==> config.mk <==
export PLATFORM = sky130hd
export DESIGN_NAME = ras_ckpt_stack
export DESIGN_NICKNAME = d
export VERILOG_FILES = /design/src/rtl/ras_ckpt_stack.sv
export SDC_FILE = /design/constraint.sdc
export NUM_CORES = 1
export LEC_CHECK = 0
export BUFFER_PORTS_ARGS = -buffer_cell sky130_fd_sc_hd__buf_2
export CORE_MARGIN = 3
export CORE_UTILIZATION = 62
export CTS_BUF_LIST = sky130_fd_sc_hd__clkbuf_8
export DETAILED_ROUTE_END_ITERATION = 7
export PLACE_DENSITY = 0.89
export SYNTH_ARGS = -nofsm -noshare
export SYNTH_HDL_FRONTEND = slang
export SYNTH_SLANG_ARGS = --single-unit
==> constraint.sdc <==
create_clock -name clk_i -period 9.69 [get_ports clk_i]
set_input_delay 1.938 -clock clk_i [delete_from_list [all_inputs] [get_ports clk_i]]
set_output_delay 1.938 -clock clk_i [all_outputs]
set_load 0.1 [all_outputs]
==> src/rtl/ras_ckpt_stack.sv <==
// Return-address stack on a circular buffer with checkpoint slots
// that let a mispredicted path roll the stack back to a saved state.
module ras_ckpt_stack #(
    parameter  int DEPTH   = 4,
    parameter  int ADDR_W  = 32,
    parameter  int NR_CKPT = 2,
    localparam int CW      = (NR_CKPT > 1) ? $clog2(NR_CKPT) : 1,
    localparam int PW      = $clog2(DEPTH),
    localparam int NW      = $clog2(DEPTH + 1)
) (
    input  logic              clk_i,
    input  logic              rst_i,
    input  logic              flush_i,
    input  logic              push_i,
    input  logic [ADDR_W-1:0] push_addr_i,
    input  logic              pop_i,
    output logic              top_valid_o,
    output logic [ADDR_W-1:0] top_addr_o,
    output logic [NW-1:0]     count_o,
    input  logic              ckpt_i,
    output logic              ckpt_ready_o,
    output logic [CW-1:0]     ckpt_id_o,
    input  logic              release_i,
    input  logic [CW-1:0]     release_id_i,
    input  logic              restore_i,
    input  logic [CW-1:0]     restore_id_i
);

    logic [ADDR_W-1:0]  mem [DEPTH];
    logic [PW-1:0]      tos;
    logic [NW-1:0]      cnt;
    logic [NR_CKPT-1:0] busy;

    logic [PW-1:0]      sv_tos [NR_CKPT];
    logic [NW-1:0]      sv_cnt [NR_CKPT];
    logic [ADDR_W-1:0]  sv_top [NR_CKPT];

    logic [PW-1:0]      tos_nx;
    logic [NW-1:0]      cnt_nx;
    logic               wr_en;
    logic [PW-1:0]      wr_idx;
    logic [ADDR_W-1:0]  wr_data;
    logic               rid_ok;
    logic               lid_ok;
    logic               rest_ok;
    logic               alloc;

    assign top_valid_o = (cnt != '0);
    assign top_addr_o  = mem[tos];
    assign count_o     = cnt;

    assign rid_ok  = int'(restore_id_i) < NR_CKPT;
    assign lid_ok  = int'(release_id_i) < NR_CKPT;
    assign rest_ok = restore_i && rid_ok && busy[restore_id_i];
    assign alloc   = ckpt_i && ckpt_ready_o;

    // Lowest free slot wins; the loop walks downward so the last hit is lowest.
    always_comb begin
        ckpt_ready_o = 1'b0;
        ckpt_id_o    = '0;
        for (int i = NR_CKPT - 1; i >= 0; i--) begin
            if (!busy[i]) begin
                ckpt_ready_o = 1'b1;
                ckpt_id_o    = CW'(i);
            end
        end
    end

    always_comb begin
        tos_nx  = tos;
        cnt_nx  = cnt;
        wr_en   = 1'b0;
        wr_idx  = tos;
        wr_data = push_addr_i;
        if (flush_i) begin
            tos_nx = '0;
            cnt_nx = '0;
        end else if (rest_ok) begin
            tos_nx  = sv_tos[restore_id_i];
            cnt_nx  = sv_cnt[restore_id_i];
            wr_en   = 1'b1;
            wr_idx  = sv_tos[restore_id_i];
            wr_data = sv_top[restore_id_i];
        end else if (push_i && pop_i && cnt != '0) begin
            wr_en = 1'b1;
        end else if (push_i) begin
            tos_nx = tos + 1'b1;
            wr_en  = 1'b1;
            wr_idx = tos + 1'b1;
            if (cnt != NW'(DEPTH)) begin
                cnt_nx = cnt + 1'b1;
            end
        end else if (pop_i && cnt != '0) begin
            tos_nx = tos - 1'b1;
            cnt_nx = cnt - 1'b1;
        end
    end

    always_ff @(posedge clk_i or posedge rst_i) begin
        if (rst_i) begin
            tos  <= '0;
            cnt  <= '0;
            busy <= '0;
            for (int i = 0; i < DEPTH; i++) begin
                mem[i] <= '0;
            end
            for (int i = 0; i < NR_CKPT; i++) begin
                sv_tos[i] <= '0;
                sv_cnt[i] <= '0;
                sv_top[i] <= '0;
            end
        end else begin
            tos <= tos_nx;
            cnt <= cnt_nx;
            if (wr_en) begin
                mem[wr_idx] <= wr_data;
            end
            if (flush_i) begin
                busy <= '0;
            end else begin
                if (release_i && lid_ok) begin
                    busy[release_id_i] <= 1'b0;
                end
                // Allocation is written last so it overrides a same-slot release.
                if (alloc) begin
                    busy[ckpt_id_o]   <= 1'b1;
                    sv_tos[ckpt_id_o] <= tos;
                    sv_cnt[ckpt_id_o] <= cnt;
                    sv_top[ckpt_id_o] <= mem[tos];
                end
            end
        end
    end

endmodule

Yosys cells after proc, flatten, opt, wreduce, memory -nomap -nowiden
Index checks and enable logic that the tools add are counted.
{"block": "word_totals", "output_inout_bits": 38, "latchBits": 0, "ram_bits": 0, "n_memories": 0, "elab_cells": 111, "regBits": 209, "romBits": 0}
{"block": "classes", "n_mul": 0, "n_div": 0, "n_mux": 58, "n_lt_le_gt_ge": 11, "bitwise_logic": 8, "reduce_logical": 14, "n_shift": 0, "eq_ne": 3, "add_sub_neg": 4}
{"operator": "$mux 32", "n": 9}
{"operator": "$bwmux 128", "n": 1}
{"operator": "$bmux 32 s2", "n": 1}
{"operator": "$bwmux 64", "n": 1}
{"operator": "$demux 32 s2", "n": 1}
{"operator": "$mux 2", "n": 17}
{"operator": "$demux 32 s1", "n": 1}
{"operator": "$mux 3", "n": 10}
{"operator": "$mux 1", "n": 11}
{"operator": "$logic_and 1x1->1", "n": 9}
{"operator": "$bwmux 6", "n": 1}
{"operator": "$ge 3x3->1 const B", "n": 2}
{"operator": "$lt 1x2->1 const B", "n": 3}
{"operator": "$ne 3x3->1 const B", "n": 2}
{"operator": "$not 2->3", "n": 2}
{"operator": "$bwmux 4", "n": 1}
{"operator": "$ge 2x2->1 const B", "n": 2}
{"operator": "$ne 4x2->1 const B", "n": 1}
{"operator": "$not 1->2", "n": 2}
{"operator": "$reduce_and 2->1", "n": 2}
{"operator": "$reduce_bool 4->1", "n": 1}
{"operator": "$add 3x1->3 const B", "n": 1}
{"operator": "$demux 3 s1", "n": 1}
{"operator": "$lt 3x1->1 const B", "n": 1}
{"operator": "other kinds (13)", "n": 15}

Longest topological paths before layout
Gate-level depths: netlist (run 1).
{"block": "logic_depth", "word_depth": 12, "mapped_depth": 8, "ltp_nobuf": 6}

Worst setup path after synthesis (run 1)
OpenSTA, ideal clock, no wires.
{"block": "synth_path", "kind": "reg2out", "start": "reg cnt[1], in the netlist count_o[1]", "end": "out top_valid_o", "path_buffers": 0, "slack_ns": 5.678, "t_arrival_ns": 2.074, "path_stages_with_launch": 3, "path_cell_list": "dfrtp_1 inv_1 nand3_1"}
{"block": "synth_via", "elab_chain_len": 1}
{"element": "start, declared", "line_no": "31", "source": "logic [NW-1:0] cnt;"}
{"element": "start signal, assigned", "line_no": "114", "source": "cnt <= cnt_nx;"}
{"element": "$reduce_bool 3->1", "line_no": "48", "source": "assign top_valid_o = (cnt != '0);"}
{"element": "end, declared", "line_no": "17", "source": "output logic top_valid_o,"}
No other way between the ends.

Final worst setup path (run 1)
{"block": "layout_path", "start": "in restore_id_i", "end": "reg mem[75] (netlist name)"}
{"block": "layout_via", "elab_chain_len": 12}
{"element": "start, declared", "line_no": "26", "source": "input logic [CW-1:0] restore_id_i"}
{"element": "$not 1->2 (implied by the code)", "line_no": "82, 83"}
{"element": "$mux 2 (implied by the code) (3 in a row)", "line_no": "82", "source": "wr_idx = sv_tos[restore_id_i];"}
{"element": "$mux 2", "line_no": "78", "source": "end else if (rest_ok) begin"}
{"element": "$mux 2", "line_no": "75", "source": "if (flush_i) begin"}
{"element": "$not 2->3 (implied by the code)", "line_no": "116", "source": "mem[wr_idx] <= wr_data;"}
{"element": "$ge 3x3->1 (implied by the code) or $lt 3x1->1 (tied branches)", "line_no": "116"}
{"element": "$logic_and 1x1->1 (implied by the code)", "line_no": "116"}
{"element": "$mux 32 (implied by the code)", "line_no": "116"}
{"element": "$demux 32 s2", "line_no": "116"}
{"element": "$bwmux 128", "line_no": "116"}
{"element": "end signal, assigned by index", "line_no": "116"}
{"element": "end, declared", "line_no": "29", "source": "logic [ADDR_W-1:0] mem [DEPTH];"}
Parallel ways exist; a longest one is shown, timed or not. The select of a mux whose other input is x is not followed.
A chain may end at the register's enable or synchronous reset.

==> reports/metrics.yaml, run 1 <==
status: "finished, final reports clean"
io_pins: 80
htree_levels: 1
dr.first_iter.drc_count: 361
cts_made_buffers: 31
busiest_layer: "met2"
syn_area_per_cell_sq_um: 14.7
grt_use_total_pct: 24.4
r2r_cells: 5
n_antenna_cell: 0
fp.dieW_microns: 131
gp_congestion: 0.840
cts_buffer_depth: 3
row_count: 45
crit_path_start_kind: "primary input"
finalInstanceArea_sq_um: 10900
port_buffers: 79
clock_latency_ps: 560
gr-total-overflow: 0
reg2reg_to: "mem[36]$_DFFE_PP0P_"
fmax_mhz: 203
rsz0062_at_grt: "false"
netlist_instances: 662
ctsResizeCount: 0
wirelength_mm: 20.9
syn_nets: 705
dp_hpwl_mm: 12.6
slew_viol_final: 0
grt_max_degree: 135
cts_setup_buffers: 0
ant_nets: 0
ys_seq_area_share_pct: 53.7
r2r_slack_ps: 6250
grt_use_met2_pct: 40.5
hold_viol: 0
synth_top_cell_by_area: "dfrtp_1"
via_count: 5975
endpoint: "mem[75]$_DFFE_PP0P_"
cp_max_fo: 42
clock_sinks: 209
grt_pass1_wl_mm: 34.3
drc_errors: 0
fin_worst_skew_ps: 12.0
worstReg2RegStart: "tos[1]$_DFFE_PP0P_"
fin_cells: 970
place_inst: 912
area_growth_pct: 11.8
layout-drive-gt1-share_pct: 49.8
tightest_slew_ps: 1150
antenna_found_initial: 1
critPathCaptureType: "register"
critPathArrivalTime_ps: 5350
cts_tree: "done"
fin_crit_sh_pct: 50.7
drt-pass1-iter-count: 5
synth_cell_types: 42
syn_area_sq_um: 9740
final.min_clock_period_ps: 4920
fin_nets: 777
postPlaceCellArea_sq_um: 10300
postCtsHoldBufs: 0
finalSetupViolCount: 0
ys_seq_elements: 209
fillers: 984
wl_per_cell_microns: 21.6
path_clk_slew_ps: 60
finish.utilization_pct: 71.3
use_met1_pct: 33.6
root_buffer: "clkbuf_8"
fp.dieH_microns: 131
cap_violations: 0
routed_via_density: 6.16
dieArea_sq_um: 17200
crit_required_ps: 10130
yosys_warnings: 0
maxSlewHeadroom_pct: 22.9
setup_tns_ps: 0
worstSetupPathType: "primary input to register"
critical_path.startpoint: "restore_id_i"
grt_pass1_vias: 6620
synth_top_area_share_pct: 53.7
start_util_pct: 63.8
core_sq_um: 15300
hold_class: "register to register"
met3_usage_pct: 4.02
synthTopCellsByArea: "dfrtp_1, mux2_2, mux4_2, mux2_4, mux2i_1"
[layout by cell type (no fill, tap or decap), drive strengths merged, types with 2 or more instances in the layout]
master / Yosys / routed
dfrtp: 209 / 209
mux2: 204 / 204
buf: 27 / 85
a21oi: 69 / 69
clkbuf: 19 / 40
mux2i: 35 / 35
mux4: 32 / 32
inv: 7 / 20
nand2: 8 / 8
nor2b: 7 / 7
a211oi: 6 / 6
clkinv: 1 / 5
nor2: 5 / 5
xnor2: 3 / 3
nor3: 3 / 3
xor2: 3 / 3
a31o: 2 / 2
a31oi: 2 / 2
nand4: 2 / 2
o21ai: 2 / 2
nor3b: 2 / 2
[final cells by class]
class,count,area (sq um),share of cell area [%]
well taps,211,264,2.43
multi-input cells,399,4280,39.3
clock buffers,40,551,5.06
flip-flops and latches,209,5230,48.1
repair buffers,85,440,4.05
clock inverters,18,76.3,0.701
inverters,8,37.5,0.345
[cell usage after synthesis (all sizes together)]
library cell,instances
buf,27
o31a,1
o32ai,1
o31ai,1
fa,1
or3,1
xnor2,3
nor3,3
a2111oi,1
nor2b,7
o21ai,2
a21oi,69
a2bb2oi,1
mux2,204
nor3b,2
nor4,1
nand2,8
mux2i,35
a31o,2
inv,7
a311oi,1
clkinv,1
a311o,1
nor2,5
clkbuf,19
o22ai,1
nand3,1
dfrtp,209
a21o,1
xor2,3
and3,1
nand4,2
a31oi,2
a211oi,6
mux4,32
[worst min-delay path by stage]
stage	from	end	slack, ps	cells past startpoint
2_1_floorplan	mem[58]$_DFFE_PP0P_	mem[58]$_DFFE_PP0P_	450	1
3_3_place_gp	mem[26]$_DFFE_PP0P_	mem[26]$_DFFE_PP0P_	460	1
3_5_place_dp	mem[58]$_DFFE_PP0P_	mem[58]$_DFFE_PP0P_	490	1
4_1_cts	mem[58]$_DFFE_PP0P_	mem[58]$_DFFE_PP0P_	500	1
5_1_grt	mem[110]$_DFFE_PP0P_	mem[110]$_DFFE_PP0P_	520	1
6_report	mem[58]$_DFFE_PP0P_	mem[58]$_DFFE_PP0P_	500	1
[worst max-delay path: stages]
cell and delay (ps):
buf_2 80, buf_4 620, mux2i_1 330, a2111oi_1 540
a311o_1 380, nor2b_4 640, buf_4 450, mux2_4 340
[logic make-up (layout without fill, tap and decap cells)]
kind of cell / count (synthesis) / after routing / share of synthesized area [%]
and+or+nand+nor: 31 / 31 / 1.66
buffers and inverters: 54 / 151 / 2.78
AOI/OAI and AO/OA: 90 / 90 / 5.35
adders and majority gates: 1 / 1 / 0.206
xor gates and xnor gates: 6 / 6 / 0.540
DFF: 209 / 209 / 53.7
muxes: 271 / 271 / 35.8
[flip-flops by register name (all words and copies together), names as in the netlist]
signal / flops
tos: 2
sv_tos: 4
sv_top: 64
sv_cnt: 6
count_o: 3
mem: 128
busy: 2
[routing by layer]
layer / vias up / share of wire [%]
met4: 2 / 2.8
met3: 45 / 4.7
met5: - / 0.033
met1: 3156 / 43
li1: 2607 / -
met2: 165 / 49
[stage by stage]
step	worst slack, ps	hold slack, ps
after detailed placement	4230	486
after CTS	4810	500
after global routing	4590	516
final	4770	499
after global placement	4410	465
after floorplan	2040	452
Power of run 1 is left out: the tool's default activity adds up to more than one toggle a clock period on the data nets, which glitch-free logic cannot reach.
==> inputs of run 2 (changes only) <==
- ABC_AREA: not set -> 1
- CORE_UTILIZATION: 62 -> 56
- PLACE_DENSITY: 0.89 -> 0.85
- clock period: 9.69 -> 4.25 ns (I/O delays scaled with it)
==> run 2 against run 1 <==
- non-clock buffer count increased by 19
- setup slack got worse by 4100 ps
- critical path depth decreased by 1
- highest routed layer is now met4
- critical endpoint is now top_addr_o[31]
- sequential share of layout area decreased by 1.1 points
==> reports/metrics.yaml, run 2 <==
hold_viol: 0
ant_nets: 0
port_buffers: 79
yosys_warnings: 0
ys_seq_area_share_pct: 52.4
cap_violations: 0
finalSetupViolCount: 0
synth_top_area_share_pct: 52.4
sw_frac_of_total_pct: 49.5
critical_path.startpoint: "tos[1]$_DFFE_PP0P_"
reg.largest.list: "mem (128), sv_top (64), sv_cnt (6)"
fp.dieW_microns: 139
grt_pass1_vias: 8802
critPathArrivalTime_ps: 2690
async_flop_share_pct: 100
cts_made_buffers: 34
final_cell_mix: "nand2_1, dfrtp_1, nand3_1"
fin_hold_ws_ps: 471
rsz0062_at_grt: "false"
cp_common_cell: "inv_1"
yosys-top-cells-count: "nand2_1, dfrtp_1, nand3_1, o21ai_0, inv_1"
crit_required_ps: 3400
finish.utilization_pct: 64.1
leakage_nw: 5.99
min_to: "mem[33]$_DFFE_PP0P_"
pre_cts_slack_ps: 1150
r2r_slack_ps: 1150
fp.dieH_microns: 139
drt-pass1-iter-count: 6
area_growth_pct: 11.5
grt_use_total_pct: 27.0
reg2reg_to: "mem[68]$_DFFE_PP0P_"
drc_errors: 0
gp_congestion: 0.819
cp_top_family: "buffers and inverters"
core_sq_um: 17400
clock_power_share_pct: 18.5
grt_max_degree: 127
switchingPower_mw: 4.57
setup_tns_ps: 0
intPower_mw: 4.67
cts_tree: "done"
synth_cell_types: 30
path_clk_slew_ps: 60
wl_per_cell_microns: 16.5
regMostFlops: "mem"
cts_setup_buffers: 0
gr-total-overflow: 0
cpMaxStageDelayCell: "dfrtp_1"
syn_nets: 1305
antenna_found_initial: 0
synth_edf_count: 0
dp_hpwl_mm: 15.3
cp_max_fo: 32
syn_area_per_cell_sq_um: 7.91
fmax_mhz: 282
root_buffer: "clkbuf_8"
hp-start: "mem[33]$_DFFE_PP0P_"
power.share.sequential_pct: 36.9
routed_via_density: 5.63
syn_area_sq_um: 9980
cts_buffer_depth: 3
netlist_instances: 1262
fin_cells: 1566
hold_depth: 2
worstSetupPathType: "register to output pin"
status: "finished, final reports clean"
power_frac_comb_pct: 44.6
n_antenna_cell: 0
fin_worst_skew_ps: 21.5
row_count: 48
start_util_pct: 57.5
layout-drive-gt1-share_pct: 12.9
crit_chain: "inv_1 -> nand2_1 -> inv_1 -> buf_4 -> a22oi_1 -> nand3_1 -> buf_2"
io_pins: 80
synthFlopType: "dfrtp_1"
power_mw: 9.23
crit_path_start_kind: "register"
dr.first_iter.drc_count: 967
maxSlewHeadroom_pct: 15.2
grt_pass1_wl_mm: 43.6
synth_most_common_cell: "nand2_1"
finalInstanceArea_sq_um: 11100
htree_levels: 2
fin_nets: 1360
worstReg2RegStart: "tos[1]$_DFFE_PP0P_"
fin_ws_ps: 708
postPlaceCellArea_sq_um: 10500
dieArea_sq_um: 19500
peakVddDrop_mv: 0.605
slew_viol_final: 0
tightest_slew_ps: 1270
synthTopCellsByArea: "dfrtp_1, nand2_1, nand3_1, o21ai_0, o211ai_1"
critPathCaptureType: "output pin"
mostFrequentLayoutCell: "nand2_1"
fin_crit_sh_pct: 83.3
final.min_clock_period_ps: 3540
place_inst: 1506
via_count: 8818
clock_latency_ps: 530
r2r_cells: 10
synth_top_cell_by_area: "dfrtp_1"
power_density_nw_per_um2: 830
cp_num_buf_inv: 4
wirelength_mm: 25.8
fillers: 1426
postCtsHoldBufs: 0
clock_sinks: 209
ys_seq_elements: 209
largest_reg_flops: 128
ctsResizeCount: 0
slowest_delay_ps: 570
hold_class: "register to register"
-- run 2: cell count changes in the layout (fill, tap and decap cells not counted), sizes merged, moves of 9 or more --
cell / before / now
o21ai: 2 / 53
a21oi: 69 / 2
mux2i: 35 / 3
o211ai: 0 / 33
a22oi: 0 / 31
nor2: 5 / 14
nand3: 1 / 206
inv: 20 / 65
nand2: 8 / 565
mux2: 204 / 0
mux4: 32 / 0
buf: 85 / 104
-- run 2: cell type report --
type	instances	area [sq um]	share of cell area [%]
tap	225	282	2.53
multi-input combinational	915	4130	37.1
timing repair buffer	104	621	5.58
clock inverter	17	71.3	0.641
clock buffer	43	592	5.32
sequential	209	5230	47.0
inverter	53	205	1.84
-- run 2: power by group through the flow --
stage | combinational, mW | sequential [mW] | clock (mW)
after global routing | 4.45 | 3.51 | 1.83
after detailed placement | 4.10 | 3.42 | 0
after floorplan | 3.32 | 3.36 | 0
final | 4.12 | 3.41 | 1.70
after global placement | 4.00 | 3.37 | 0
after CTS | 4.11 | 3.40 | 1.73
-- run 2: per-layer routing --
metal | wire length [microns] | global-route usage [%] | part of all wire (%) | vias to the layer above
li1 | - | - | - | 4204
met1 | 11000 | 37.8 | 43 | 4161
met2 | 12000 | 42.8 | 47 | 404
met3 | 2140 | 5.19 | 8.3 | 49
met4 | 573 | 8.96 | 2.2 | 0
met5 | 0 | 0 | 0 | -
-- run 2: worst max-delay path by stage --
stage,to,slack [ps],cells past startpoint
final,top_addr_o[31],710,7
after global routing,top_addr_o[14],560,7
after CTS,top_addr_o[31],710,7
after detailed placement,mem[66]$_DFFE_PP0P_,1150,12
after global placement,mem[86]$_DFFE_PP0P_,1250,12
after floorplan,busy[0]$_DFF_PP0_,690,1
-- run 2: logic make-up (layout without fill, tap and decap cells) --
family | count (synthesis) | in the layout | share of synthesized area [%]
buf+inv | 138 | 217 | 6.43
xor+xnor | 1 | 1 | 0.0878
fa+ha+maj | 1 | 1 | 0.201
mux | 3 | 3 | 0.301
compound gates | 122 | 122 | 7.95
flops | 209 | 209 | 52.4
simple gates | 788 | 788 | 32.6
-- run 2: worst min-delay path, delay by kind of cell, from the launching register on --
kind,cells,cell delay [ps]
AND/OR/NAND/NOR,2,100
flip-flops,1,340
Note: power is estimated with default switching activity, not from simulation.
